===== src/rtl/div_pkg.sv =====
// Shared types and constants for the iterative signed divider.
package div_pkg;

  typedef enum logic [1:0] {
    IDLE = 2'd0,
    RUN  = 2'd1,
    FIX  = 2'd2
  } div_state_t;

  localparam int DIV_WIDTH   = 32;
  localparam int DIV_LATENCY = DIV_WIDTH + 1;
  localparam int DIV_CNT_W   = 6;

endpackage


===== src/rtl/div_step.sv =====
// One combinational restoring-division iteration on unsigned magnitudes.
module div_step #(
  parameter int WIDTH = 32
) (
  input  logic [WIDTH-1:0] rem,
  input  logic [WIDTH-1:0] quo,
  input  logic [WIDTH-1:0] divisor,
  output logic [WIDTH-1:0] rem_next,
  output logic [WIDTH-1:0] quo_next
);

  logic [WIDTH:0] shifted;
  logic [WIDTH:0] diff;

  always_comb begin
    shifted = {rem, quo[WIDTH-1]};
    // rem < divisor <= 2^(WIDTH-1), so shifted never reaches 2^WIDTH and diff[WIDTH] is the sign.
    diff = shifted - {1'b0, divisor};
    if (!diff[WIDTH]) begin
      rem_next = diff[WIDTH-1:0];
      quo_next = {quo[WIDTH-2:0], 1'b1};
    end else begin
      rem_next = shifted[WIDTH-1:0];
      quo_next = {quo[WIDTH-2:0], 1'b0};
    end
  end

endmodule


===== src/rtl/div_iter.sv =====
// Iterative signed divider, fixed WIDTH+1 edge latency from start to RDY.
// Optional signed remainder output enabled by defining DIV_REMAINDER_EN.
module div_iter
  import div_pkg::*;
#(
  parameter int WIDTH = DIV_WIDTH
) (
  input  logic             cpu_clock,
  input  logic             reset_n,
  input  logic             ctrl_div,
  input  logic [WIDTH-1:0] data_operandA,
  input  logic [WIDTH-1:0] data_operandB,
  output logic [WIDTH-1:0] data_result,
`ifdef DIV_REMAINDER_EN
  output logic [WIDTH-1:0] data_remainder,
`endif
  output logic             data_exception,
  output logic             data_resultRDY,
  output logic             div_busy
);

  div_state_t state_q, state_d;
  logic [DIV_CNT_W-1:0] cnt_q, cnt_d;
  logic [WIDTH-1:0] rem_q, rem_d;
  logic [WIDTH-1:0] quo_q, quo_d;
  logic [WIDTH-1:0] divisor_q, divisor_d;
  logic             neg_q, neg_d;
  logic             zero_q, zero_d;
  logic [WIDTH-1:0] result_q, result_d;
  logic             exc_q, exc_d;
  logic             rdy_q, rdy_d;
  logic             busy_q, busy_d;
`ifdef DIV_REMAINDER_EN
  logic             sign_a_q, sign_a_d;
  logic [WIDTH-1:0] remainder_q, remainder_d;
`endif

  logic [WIDTH-1:0] abs_a, abs_b;
  logic [WIDTH-1:0] step_rem, step_quo;

  assign abs_a = data_operandA[WIDTH-1] ? -data_operandA : data_operandA;
  assign abs_b = data_operandB[WIDTH-1] ? -data_operandB : data_operandB;

  div_step #(.WIDTH(WIDTH)) u_step (
    .rem      (rem_q),
    .quo      (quo_q),
    .divisor  (divisor_q),
    .rem_next (step_rem),
    .quo_next (step_quo)
  );

  always_comb begin
    state_d   = state_q;
    cnt_d     = cnt_q;
    rem_d     = rem_q;
    quo_d     = quo_q;
    divisor_d = divisor_q;
    neg_d     = neg_q;
    zero_d    = zero_q;
    result_d  = result_q;
    exc_d     = exc_q;
    rdy_d     = 1'b0;
`ifdef DIV_REMAINDER_EN
    sign_a_d    = sign_a_q;
    remainder_d = remainder_q;
`endif

    // A start in any state aborts whatever is in flight and begins afresh.
    if (ctrl_div) begin
      state_d   = RUN;
      cnt_d     = '0;
      rem_d     = '0;
      quo_d     = abs_a;
      divisor_d = abs_b;
      neg_d     = data_operandA[WIDTH-1] ^ data_operandB[WIDTH-1];
      zero_d    = (data_operandB == '0);
`ifdef DIV_REMAINDER_EN
      sign_a_d  = data_operandA[WIDTH-1];
`endif
    end else begin
      case (state_q)
        RUN: begin
          rem_d = step_rem;
          quo_d = step_quo;
          cnt_d = cnt_q + 1'b1;
          if (cnt_q == DIV_CNT_W'(WIDTH-1)) state_d = FIX;
        end
        FIX: begin
          result_d = zero_q ? '0 : (neg_q ? -quo_q : quo_q);
          exc_d    = zero_q;
          rdy_d    = 1'b1;
          state_d  = IDLE;
`ifdef DIV_REMAINDER_EN
          remainder_d = zero_q ? '0 : (sign_a_q ? -rem_q : rem_q);
`endif
        end
        default: ;
      endcase
    end

    // Busy stays up through the RDY cycle so it spans start edge to RDY-drop edge.
    busy_d = (state_d != IDLE) || (state_q == FIX);
  end

  always_ff @(posedge cpu_clock or negedge reset_n) begin
    if (!reset_n) begin
      state_q     <= IDLE;
      cnt_q       <= '0;
      rem_q       <= '0;
      quo_q       <= '0;
      divisor_q   <= '0;
      neg_q       <= 1'b0;
      zero_q      <= 1'b0;
      result_q    <= '0;
      exc_q       <= 1'b0;
      rdy_q       <= 1'b0;
      busy_q      <= 1'b0;
`ifdef DIV_REMAINDER_EN
      sign_a_q    <= 1'b0;
      remainder_q <= '0;
`endif
    end else begin
      state_q     <= state_d;
      cnt_q       <= cnt_d;
      rem_q       <= rem_d;
      quo_q       <= quo_d;
      divisor_q   <= divisor_d;
      neg_q       <= neg_d;
      zero_q      <= zero_d;
      result_q    <= result_d;
      exc_q       <= exc_d;
      rdy_q       <= rdy_d;
      busy_q      <= busy_d;
`ifdef DIV_REMAINDER_EN
      sign_a_q    <= sign_a_d;
      remainder_q <= remainder_d;
`endif
    end
  end

  assign data_result    = result_q;
  assign data_exception = exc_q;
  assign data_resultRDY = rdy_q;
  assign div_busy       = busy_q;
`ifdef DIV_REMAINDER_EN
  assign data_remainder = remainder_q;
`endif

endmodule


===== config.mk =====
export PLATFORM = sky130hd
export DESIGN_NAME = div_iter
export DESIGN_NICKNAME = d
export VERILOG_FILES = /design/src/rtl/div_pkg.sv /design/src/rtl/div_step.sv /design/src/rtl/div_iter.sv
export SDC_FILE = /design/constraint.sdc
export NUM_CORES = 1
export LEC_CHECK = 0
export BUFFER_PORTS_ARGS = -buffer_cell sky130_fd_sc_hd__buf_2
export CAP_MARGIN = 40
export CORE_UTILIZATION = 52
export DETAILED_ROUTE_END_ITERATION = 8
export HOLD_SLACK_MARGIN = 0.08
export PLACE_DENSITY = 0.78
export SETUP_SLACK_MARGIN = 0.4
export SYNTH_ARGS = -nofsm -noshare
export SYNTH_HDL_FRONTEND = slang
export SYNTH_SLANG_ARGS = --single-unit

===== constraint.sdc =====
create_clock -name cpu_clock -period 6.96 [get_ports cpu_clock]
set_clock_uncertainty 0.15 [all_clocks]
set_input_delay 1.74 -clock cpu_clock [delete_from_list [all_inputs] [get_ports cpu_clock]]
set_output_delay 1.74 -clock cpu_clock [all_outputs]
set_load 0.02 [all_outputs]

==> results of run 1 <==
## sequential cells by signal, indices dropped and copies added (netlist names)
| register | cells |
|---|---|
| cnt_q | 6 |
| data_exception | 1 |
| data_result | 32 |
| data_resultRDY | 1 |
| div_busy | 1 |
| divisor_q | 32 |
| neg_q | 1 |
| quo_q | 32 |
| rem_q | 32 |
| state_q | 2 |
| zero_q | 1 |
## critical path, cell delays in order
cell and delay (ns):
buf_2 0.13, nor4_4 0.45, nand4b_2 0.20, or3_4 0.42, or3_1 0.37, or4_4 0.45
or4_4 0.53, o31ai_4 0.19, xor2_1 0.16, a21oi_1 0.08
## cells in the final DEF (no fill, tap or decap), types with 4 or more instances in the layout
master,count
nand2_1,171
dfrtp_1,141
o21ai_0,105
buf_2,99
nor2_1,89
xor2_1,70
a21oi_1,60
xnor2_1,50
inv_1,49
ha_1,37
mux2i_1,35
o31ai_1,28
a311oi_1,26
nand3_1,21
or3_1,20
a21o_1,17
clkbuf_16,17
nor3_1,12
or4_1,11
o41ai_1,9
inv_6,7
a31oi_1,6
and3_1,6
nand4_1,6
buf_4,6
nand2b_1,5
nor2b_1,5
a211oi_1,4
o21a_1,4
a221oi_1,4
nand3b_1,4
o22ai_1,4
o211ai_1,4
## per-layer routing
| metal | global-route usage | share of wire | wire [um] | up-vias |
|---|---|---|---|---|
| met2 | 0.379 | 0.45 | 10100 | 245 |
| met4 | 0.0938 | 0.018 | 400 | 0 |
| met5 | 0 | 0 | 0 | - |
| met1 | 0.354 | 0.48 | 10700 | 3880 |
| met3 | 0.0421 | 0.054 | 1220 | 35 |
| li1 | - | - | - | 4038 |
## area by class of cell
| type | count | area [um^2] | area share |
|---|---|---|---|
| repair buffers | 108 | 607 | 0.0567 |
| well taps | 225 | 282 | 0.0263 |
| multi-input cells | 855 | 5500 | 0.514 |
| clock inverters | 13 | 143 | 0.0133 |
| flip-flops and latches | 141 | 3530 | 0.330 |
| clock buffers | 19 | 453 | 0.0423 |
| diodes | 1 | 2.50 | 0.000234 |
| inverters | 49 | 184 | 0.0172 |
## kinds of logic after synthesis
family,Yosys count
simple gates,365
xor+xnor,122
compound gates,293
buf+inv,106
mux,36
fa+ha+maj,39
flops,141
## how the worst max path moves through the flow
stage                    endpoint  depth (start not counted)
global route            rem_q[25]                         13
global placement    divisor_q[30]                         10
detailed placement  divisor_q[30]                         10
CTS                 divisor_q[30]                         10
floorplan           divisor_q[30]                          9
finish              divisor_q[30]                         10
## power breakdown
group          internal [mW]  total [mW]  switching, mW
Sequential             0.964        1.12          0.157
Combinational          0.581        1.36          0.782
Clock                  0.527       0.930          0.403
## per-stage QoR
| stage | power [mW] | util | instance area [um^2] | cells | worst slack [ns] |
|---|---|---|---|---|---|
| 6_report | 3.41 | 0.612 | 10700 | 1411 | 2.37 |
| 4_1_cts | 3.41 | 0.612 | 10700 | 1410 | 2.33 |
| 3_5_place_dp | 2.47 | 0.578 | 10100 | 1378 | 1.88 |
| 5_1_grt | 3.63 | 0.612 | 10700 | 1411 | 2.24 |
| 3_3_place_gp | 2.37 | 0.574 | 10000 | 1375 | 1.95 |
| 2_1_floorplan | 2.07 | - | 9380 | 1102 | 2.34 |
==> key figures, run 1 <==
Outcome
  – Outcome: finished, final reports clean

Yosys
  – Most frequent cell after synthesis: nand2_1
  – Area share of the largest cell type after synthesis: 0.376
  – XOR/XNOR Fraction of Synth Area: 0.114
  – Post-synth top area cell: dfrtp_1
  – Avg Cell Area, Syn: 8.51 um^2
  – Post-synthesis mux area share: 0.0386
  – Simple-Gate Fraction of Synth Area: 0.177
  – Largest family of logic cells by synthesized area: compound AO/OA/AOI/OAI gates
  – YS warnings: 0
  – Yosys cell types: 59
  – Mapped Area: 9380 um^2
  – Post-synthesis compound-gate area fraction: 0.199
  – EDFF count, synth: 0
  – Syn nets: 1208
  – Most used DFF post-synth: dfrtp_1
  – Yosys reg bits: 141
  – Async S/R FF share, synth: 1.00
  – Mapped Cells: 1102
  – Register area share after synthesis: 0.376
  – Ranking of synthesized cells by area: dfrtp_1 (38%), nand2_1 (6.8%), xor2_1 (6.5%), o21ai_0 (5.6%), ha_1 (5.1%)
  – Adder-Cell Fraction of Synth Area: 0.0528
  – Synth cell count leaders: nand2_1 (171), dfrtp_1 (141), o21ai_0 (105), nor2_1 (89), xor2_1 (70)

Hold path
  – Hold depth: 2
  – Hold Path End: data_result[26]
  – Hold crit path type: flip-flop to flip-flop
  – Hold wc startpoint: data_result[26]

Power
  – Max VDD drop: 213 uV
  – Leak Pwr: 5.21 nW
  – Power Density: 319 nW/um^2

Timing
  – Tcrit/Tclk final: 0.659
  – # setup viols final: 0
  – Min cycle time layout: 4.59 ns
  – Slew @ Worst Pin: 0.935 ns
  – Final hold slack: 0.323 ns
  – F_max: 218 MHz
  – Setup TNS: 0 ns
  – Unrepaired setup endpoints after global routing: no
  – Hold violation total from the final report: 0
  – Max-slew violation count: 0
  – Max-slew headroom: 0.377

Cells and area
  – # fillers: 1462
  – Share of cells above drive strength 1: 0.132
  – Final Net Count: 1278
  – Layout area overhead: 14.1%

Setup path
  – Reg2Reg Setup Slack: 2.44 ns
  – Worst EP arrival: 4.73 ns
  – Crit Path Max Fanout: 5
  – RR Endpoint: rem_q[25]
  – CP Class: input pin to flip-flop
  – Crit end category: flip-flop
  – CP Data Required Time: 7.10 ns
  – R2R cell count: 13
  – Worst R2R Start: quo_q[31]
  – Critical Path Start Type: input pin
  – Critical path startpoint: data_operandB[4]

Clock network
  – Clk sinks: 141
  – Cts bufs inserted: 17
  – Clk slew on worst S/H paths: 0.07 ns
  – CTS Buffer Depth: 2
  – Post-CTS Setup Bufs: 0
  – Clk root buf: clkbuf_16
  – Clock latency on the worst-skew pair: 0.44 ns
  – CTS resizes: 0
  – CTS tree: yes
  – CTS Hold Buffers Added: 0
  – H-tree lvl count: 4

Global routing
  – Initial antenna violation count: 1
  – First-pass GRT wire length: 36300 um
  – Vias in the first global route: 7400
  – Gr usage total: 0.249
  – Total congestion overflow: 0
  – Largest net degree at the start of global routing: 94

Floorplan
  – Core ar.: 17500 um^2
  – Die X: 136 um
  – Die ar.: 18600 um^2
  – Row cnt: 48
  – Die Ht: 136 um
  – Initial Utilization: 0.537
  – IO Count: 102

Placement
  – RePlAce Congestion: 0.878
  – Port bufs: 101
  – Detailed Place HPWL: 15800 um

Drt
  – Final WL: 22400 um
  – ANT nets after route: 0
  – Initial drt markers: 569
  – First-pass detailed-route iteration total: 5
  – Total number of vias: 8198
  – DRC Markers: 0
  – Wire length per cell: 15.9 um
  – Via density: 5.81

Flow run
  – Max_cap viols: 0
Note: power is estimated with default switching activity, not from simulation.
==> run 2, diff against run 1 <==
==> constraint.sdc (replaced) <==
create_clock -name cpu_clock -period 4.3 [get_ports cpu_clock]
set_clock_uncertainty 0.15 [all_clocks]
set_input_delay 1.075 -clock cpu_clock [delete_from_list [all_inputs] [get_ports cpu_clock]]
set_output_delay 1.075 -clock cpu_clock [all_outputs]
set_load 0.02 [all_outputs]
==> run 2 against run 1 <==
- count of clock-buffer cells in the layout shrank 1
- worst setup slack got worse by 1.9 ns
- sequential cell count unchanged
- largest cell class unchanged
==> key figures, run 2 (same netlist as run 1, synthesis figures left out) <==
Drt
  – ANT nets after route: 0 (unchanged)
  – Final WL: 23100 um (+3.3%)
  – Wire length per cell: 16.2 um (+1.8%)
  – Initial drt markers: 615 (+8.1%)
  – DRC Markers: 0 (unchanged)
  – Via density: 5.82 (+0.16%)
  – First-pass detailed-route iteration total: 5 (unchanged)
  – Total number of vias: 8333 (+1.6%)

Setup path
  – R2R cell count: 15 (+2)
  – Critical path startpoint: data_operandB[4]
  – Worst setup path end: divisor_q[30]
  – Critical Path Start Type: input pin
  – CP Class: input pin to flip-flop
  – Crit Path Max Fanout: 5 (unchanged)
  – Worst R2R Start: quo_q[31]
  – Reg2Reg Setup Slack: 0.50 ns (-1.94 ns)
  – CP Data Required Time: 4.43 ns (-2.67 ns)
  – Crit end category: flip-flop
  – Worst EP arrival: 3.96 ns (-0.77 ns)
  – RR Endpoint: rem_q[14]

Floorplan
  – Die X: 136 um (unchanged)
  – IO Count: 102 (unchanged)
  – Die ar.: 18600 um^2 (unchanged)
  – Core ar.: 17500 um^2 (unchanged)
  – Initial Utilization: 0.537 (unchanged)
  – Die Ht: 136 um (unchanged)
  – Row cnt: 48 (unchanged)

Clock network
  – Clock latency on the worst-skew pair: 0.43 ns (about the same)
  – Cts bufs inserted: 17 (unchanged)
  – Clk root buf: clkbuf_16
  – H-tree lvl count: 4 (unchanged)
  – CTS Hold Buffers Added: 0 (unchanged)
  – CTS tree: yes
  – Clk sinks: 141 (unchanged)
  – Clk slew on worst S/H paths: 0.06 ns (about the same)
  – CTS Buffer Depth: 2 (unchanged)

Power
  – Leak Pwr: 5.29 nW (+1.5%)
  – Sw Ratio: 0.402 (+0.00850)
  – Clock power frac: 0.257 (-0.015)
  – Part of the power in combinational logic: 0.414 (+0.015)
  – Internal: 3.32 mW (+60%)
  – Psw: 2.23 mW (+66%)
  – Power Density: 510 nW/um^2 (+60%)
  – Reg power frac: 0.329 (about the same)
  – Max VDD drop: 357 uV (+68%)
  – Total power: 5.54 mW (+62%)

Global routing
  – Routing usage on met2: 0.405 (+0.0259)
  – GRT busiest layer: met2
  – Total congestion overflow: 0 (unchanged)
  – Initial antenna violation count: 0 (-1)
  – Vias in the first global route: 7804 (+5.5%)
  – Largest net degree at the start of global routing: 72 (-23%)
  – First-pass GRT wire length: 37600 um (+3.4%)
  – Met1 Use GR: 0.348 (-0.00529)
  – Gr usage total: 0.257 (+0.00742)
  – Met3 Use GR: 0.0369 (-0.00522)

Timing
  – # setup viols final: 0 (unchanged)
  – Max-slew headroom: 0.389 (+0.0118)
  – Slew @ Worst Pin: 0.917 ns (-0.0178 ns)
  – Tcrit/Tclk final: 0.889
  – Min cycle time layout: 3.82 ns
  – Max-slew violation count: 0 (unchanged)
  – Unrepaired setup endpoints after global routing: yes
  – F_max: 262 MHz
  – Hold violation total from the final report: 0 (unchanged)

Cells and area
  – # fillers: 1521 (+4.0%)
  – Finished Core Util: 0.622 (+0.00959)
  – Final Net Count: 1300 (+1.7%)
  – Multi-input logic area: 5540 um^2 (+0.64%)
  – Finished Layout Cells: 1432 (+1.5%)
  – N_diodes: 0 (-1)
  – Most frequent cells in the layout: nand2_1 (171), dfrtp_1 (141), o21ai_0 (105)
  – Layout area overhead: 15.9%
  – Commonest non-fill, non-tap cell in the layout: nand2_1
  – Share of cells above drive strength 1: 0.156 (+0.0241)
  – Register Area: 3530 um^2 (unchanged)

Flow run
  – Max_cap viols: 0 (unchanged)

Placement
  – Detailed Place HPWL: 16500 um (+4.6%)
  – RePlAce Congestion: 0.901 (+2.7%)
  – Port bufs: 101 (unchanged)
  – Placed insts: 1392 (+1.0%)

Outcome
  – Outcome: finished, final reports clean

Hold path
  – Hold crit path type: flip-flop to flip-flop
==> run 2: worst min-delay path by stage <==
stage	slack, ns	to	cells after the start	start
after floorplan	0.28	data_result[0]	1	zero_q
after global placement	0.31	data_result[27]	2	data_result[27]
after detailed placement	0.31	data_result[7]	2	data_result[7]
after CTS	0.33	data_result[7]	2	data_result[7]
after global routing	0.35	data_result[3]	2	data_result[3]
final	0.32	data_result[27]	2	data_result[27]
==> run 2: through the flow <==
step                      instance area (um^2)  TNS (ns)  hold slack, ns  setup WS, ns
after global placement                   10100         0           0.307        0.0438
after CTS                                10800         0           0.329         0.429
after floorplan                           9380         0           0.284         0.342
final                                    10900         0           0.322         0.477
after global routing                     10900         0           0.349         0.364
after detailed placement                 10200  -0.00823           0.315      -0.00823
==> run 2: power by group through the flow <==
stage / clock (mW) / combinational, mW / sequential [mW]
floorplan: 0 / 1.59 / 1.77
global placement: 0 / 2.10 / 1.82
detailed placement: 0 / 2.14 / 1.83
CTS: 1.44 / 2.19 / 1.81
global route: 1.49 / 2.54 / 1.86
finish: 1.42 / 2.30 / 1.82
==> run 2: metal layers <==
metal,vias up,routed length (um)
met5,-,0
met1,3939,10700
met4,0,610
li1,4097,-
met3,42,1190
met2,255,10600
==> run 2: layout make-up <==
| cell class | instances | area share |
|---|---|---|
| Clock buffer | 18 | 0.0404 |
| Clock inverter | 14 | 0.0116 |
| Inverter | 49 | 0.0169 |
| Multi-Input combinational cell | 855 | 0.509 |
| Sequential cell | 141 | 0.325 |
| Tap cell | 225 | 0.0259 |
| Timing Repair Buffer | 130 | 0.0710 |
==> run 2: what timing repair did <==
action                     in CTS  in global routing
setup endpoints to repair      27                 28
gates resized for setup         4                 14
cloned                          0                  2
pin swaps                       2                 10
setup buffers                   2                  4
==> run 2: critical path: stages <==
cell	delay [ns]
buf_2	0.13
nor4_4	0.29
buf_4	0.19
nand4b_2	0.12
or3_4	0.39
or3_4	0.37
or4_4	0.42
or4_4	0.53
o31ai_4	0.19
xor2_1	0.16
a21oi_1	0.09
==> run 3, diff against run 2 <==
--- a/config.mk
+++ b/config.mk
@@ -7,10 +7,10 @@
 export LEC_CHECK = 0
 export BUFFER_PORTS_ARGS = -buffer_cell sky130_fd_sc_hd__buf_2
 export CAP_MARGIN = 40
-export CORE_UTILIZATION = 52
+export CORE_UTILIZATION = 50
 export DETAILED_ROUTE_END_ITERATION = 8
 export HOLD_SLACK_MARGIN = 0.08
-export PLACE_DENSITY = 0.78
+export PLACE_DENSITY = 0.76
 export SETUP_SLACK_MARGIN = 0.4
 export SYNTH_ARGS = -nofsm -noshare
 export SYNTH_HDL_FRONTEND = slang
==> run 3 against run 2 <==
- the flow now finishes with violations (DRC)
- wire length increased by 0.25%
- global-route usage is 1.4 points lower
- critical path depth is the same
- sequential cell count stayed put
- first-iteration DRC count grew 1.3%
- utilization is 2.4 points lower
- worst setup slack improved by 0.00077 ns
- design area fell by 0.21%
- count of clock-buffer cells in the layout fell by 1
- critical path type unchanged
- largest power group unchanged
- highest routed layer unchanged
==> key figures, run 3 (same netlist as run 1, synthesis figures left out) <==
Power
  – Part of the power in combinational logic: 0.411 (-0.003)
  – Psw: 2.23 mW (+0.15%)
  – Total power: 5.58 mW (+0.75%)
  – Power Density: 515 nW/um^2 (+0.95%)
  – Internal: 3.36 mW (+1.1%)
  – Leak Pwr: 5.28 nW (-0.30%)
  – Max VDD drop: 435 uV (+22%)
  – Sw Ratio: 0.399 (-0.00236)
  – Reg power frac: 0.326 (-0.003)
  – Clock power frac: 0.263 (+0.006)

Setup path
  – CP Data Required Time: 4.43 ns (about the same)
  – CP max stage cell: or4_4
  – CP Class: input pin to flip-flop
  – Critical path, cell by cell: buf_2 > nor4_4 > buf_4 > nand4b_2 > or3_4 > or3_4 > or4_4 > or4_4 > o31ai_4 > xor2_1 > a21oi_1
  – Worst EP arrival: 3.96 ns (about the same)
  – Crit Path Max Fanout: 5 (unchanged)
  – CP peak stage delay: 0.53 ns (about the same)
  – Crit end category: flip-flop
  – Critical Path Start Type: input pin

Placement
  – Detailed Place HPWL: 16500 um (-0.21%)
  – RePlAce Congestion: 0.884 (-1.9%)
  – Port bufs: 101 (unchanged)
  – Pre-CTS setup slack: 0.0195 ns (+0.0277 ns)
  – Placed insts: 1393 (+0.072%)
  – Cell area after placement: 10200 um^2 (-0.25%)

Cells and area
  – Multi-input logic area: 5540 um^2 (about the same)
  – # fillers: 1584 (+4.1%)
  – Finished Core Util: 0.598 (-0.0242)
  – Design Area, Final: 10800 um^2 (-0.21%)
  – Layout area overhead: 15.7%
  – Most frequent cells in the layout: nand2_1 (171), dfrtp_1 (141), o21ai_0 (105)
  – Finished Layout Cells: 1431 (-0.070%)
  – Commonest non-fill, non-tap cell in the layout: nand2_1
  – Register Area: 3530 um^2 (unchanged)
  – N_diodes: 0 (unchanged)
  – Share of cells above drive strength 1: 0.151 (-0.00434)
  – Final Net Count: 1295 (-0.38%)

Drt
  – Initial drt markers: 623 (+1.3%)
  – First-pass detailed-route iteration total: 9 (+4)
  – DRC Markers: 13 (+13)
  – Final WL: 23200 um (+0.25%)
  – Via density: 5.79 (-0.57%)
  – ANT nets after route: 0 (unchanged)
  – Wire length per cell: 16.2 um (+0.33%)
  – Total number of vias: 8280 (-0.64%)

Timing
  – Tcrit/Tclk final: 0.889 (about the same)
  – Setup ws final: 0.477 ns (+0.000774 ns)
  – Slew @ Worst Pin: 0.928 ns (+0.0112 ns)
  – Min cycle time layout: 3.82 ns (-0.000774 ns)
  – Max-slew headroom: 0.381 (-0.00744)
  – Hold violation total from the final report: 0 (unchanged)
  – # setup viols final: 0 (unchanged)
  – Unrepaired setup endpoints after global routing: yes
  – Max-slew violation count: 0 (unchanged)
  – F_max: 262 MHz (about the same)
  – Setup TNS: 0 ns (unchanged)
  – Final hold slack: 0.323 ns (+0.00175 ns)

Global routing
  – Initial antenna violation count: 0 (unchanged)
  – Gr usage total: 0.243 (-0.0137)
  – Total congestion overflow: 0 (unchanged)
  – First-pass GRT wire length: 37900 um (+0.97%)
  – Largest net degree at the start of global routing: 83 (+15%)
  – Vias in the first global route: 7641 (-2.1%)

Floorplan
  – Die ar.: 19300 um^2 (+3.9%)
  – Die Ht: 139 um (+2.0%)
  – IO Count: 102 (unchanged)
  – Initial Utilization: 0.517 (-0.0198)
  – Die X: 139 um (+2.0%)
  – Core ar.: 18100 um^2 (+3.8%)
  – Row cnt: 49 (+2.1%)

Clock network
  – Cts bufs inserted: 17 (unchanged)
  – H-tree lvl count: 4 (unchanged)
  – Clk root buf: clkbuf_16
  – CTS tree: yes
  – Clk sinks: 141 (unchanged)
  – Clock latency on the worst-skew pair: 0.43 ns (about the same)
  – Clk slew on worst S/H paths: 0.06 ns (about the same)
  – CTS Buffer Depth: 2 (unchanged)

Outcome
  – Failing checks: DRC
  – Outcome: finished, violations left

Flow run
  – Max_cap viols: 0 (unchanged)

Hold path
  – Hold crit path type: flip-flop to flip-flop
==> run 3: area by class of cell <==
type                            instances  area share
Clock buffer                           17      0.0392
Clock inverter                         15      0.0142
Inverter                               49      0.0170
Multi-Input combinational cell        855       0.511
Sequential cell                       141       0.325
Tap cell                              229      0.0264
Timing Repair Buffer                  125      0.0670
==> run 3: power by group through the flow <==
| stage | Clock [mW] | Combinational (mW) | Sequential, mW |
|---|---|---|---|
| 2_1_floorplan | 0 | 1.59 | 1.77 |
| 3_3_place_gp | 0 | 2.09 | 1.82 |
| 3_5_place_dp | 0 | 2.13 | 1.83 |
| 4_1_cts | 1.48 | 2.19 | 1.81 |
| 5_1_grt | 1.55 | 2.54 | 1.85 |
| 6_report | 1.47 | 2.30 | 1.82 |
==> run 3: timing repair <==
action                     in CTS  in global routing
pin swaps                       3                  4
cloned                          0                  1
setup buffers                   2                  3
hold buffers                    0                  0
setup endpoints to repair      26                 27
resized for setup               6                  9
==> run 3: worst max-delay path: cells and delay by family <==
| family | cells | cell delay (ns) |
|---|---|---|
| compound gates | 2 | 0.27 |
| simple gates | 6 | 2.12 |
| buf+inv | 2 | 0.32 |
| xor+xnor | 1 | 0.16 |
==> run 3: worst paths after layout <==
check,slack [ns],endpoint,from,cells after the start
setup / recovery,0.48,divisor_q[30],data_operandB[4],11
hold / removal,0.32,data_result[6],data_result[6],2
setup reg to reg,0.52,rem_q[25],quo_q[31],14
hold reg to reg,0.32,data_result[6],data_result[6],2
max in group asynchronous,2.67,rem_q[24],reset_n,2
min in group asynchronous,0.55,div_busy,reset_n,1
==> run 3: routing by layer <==
metal	part of all wire	vias to the layer above	GRT usage
met5	0	-	0
met4	0.015	0	0.0719
met3	0.047	24	0.0425
met2	0.46	223	0.386
met1	0.48	3962	0.340
li1	-	4071	-
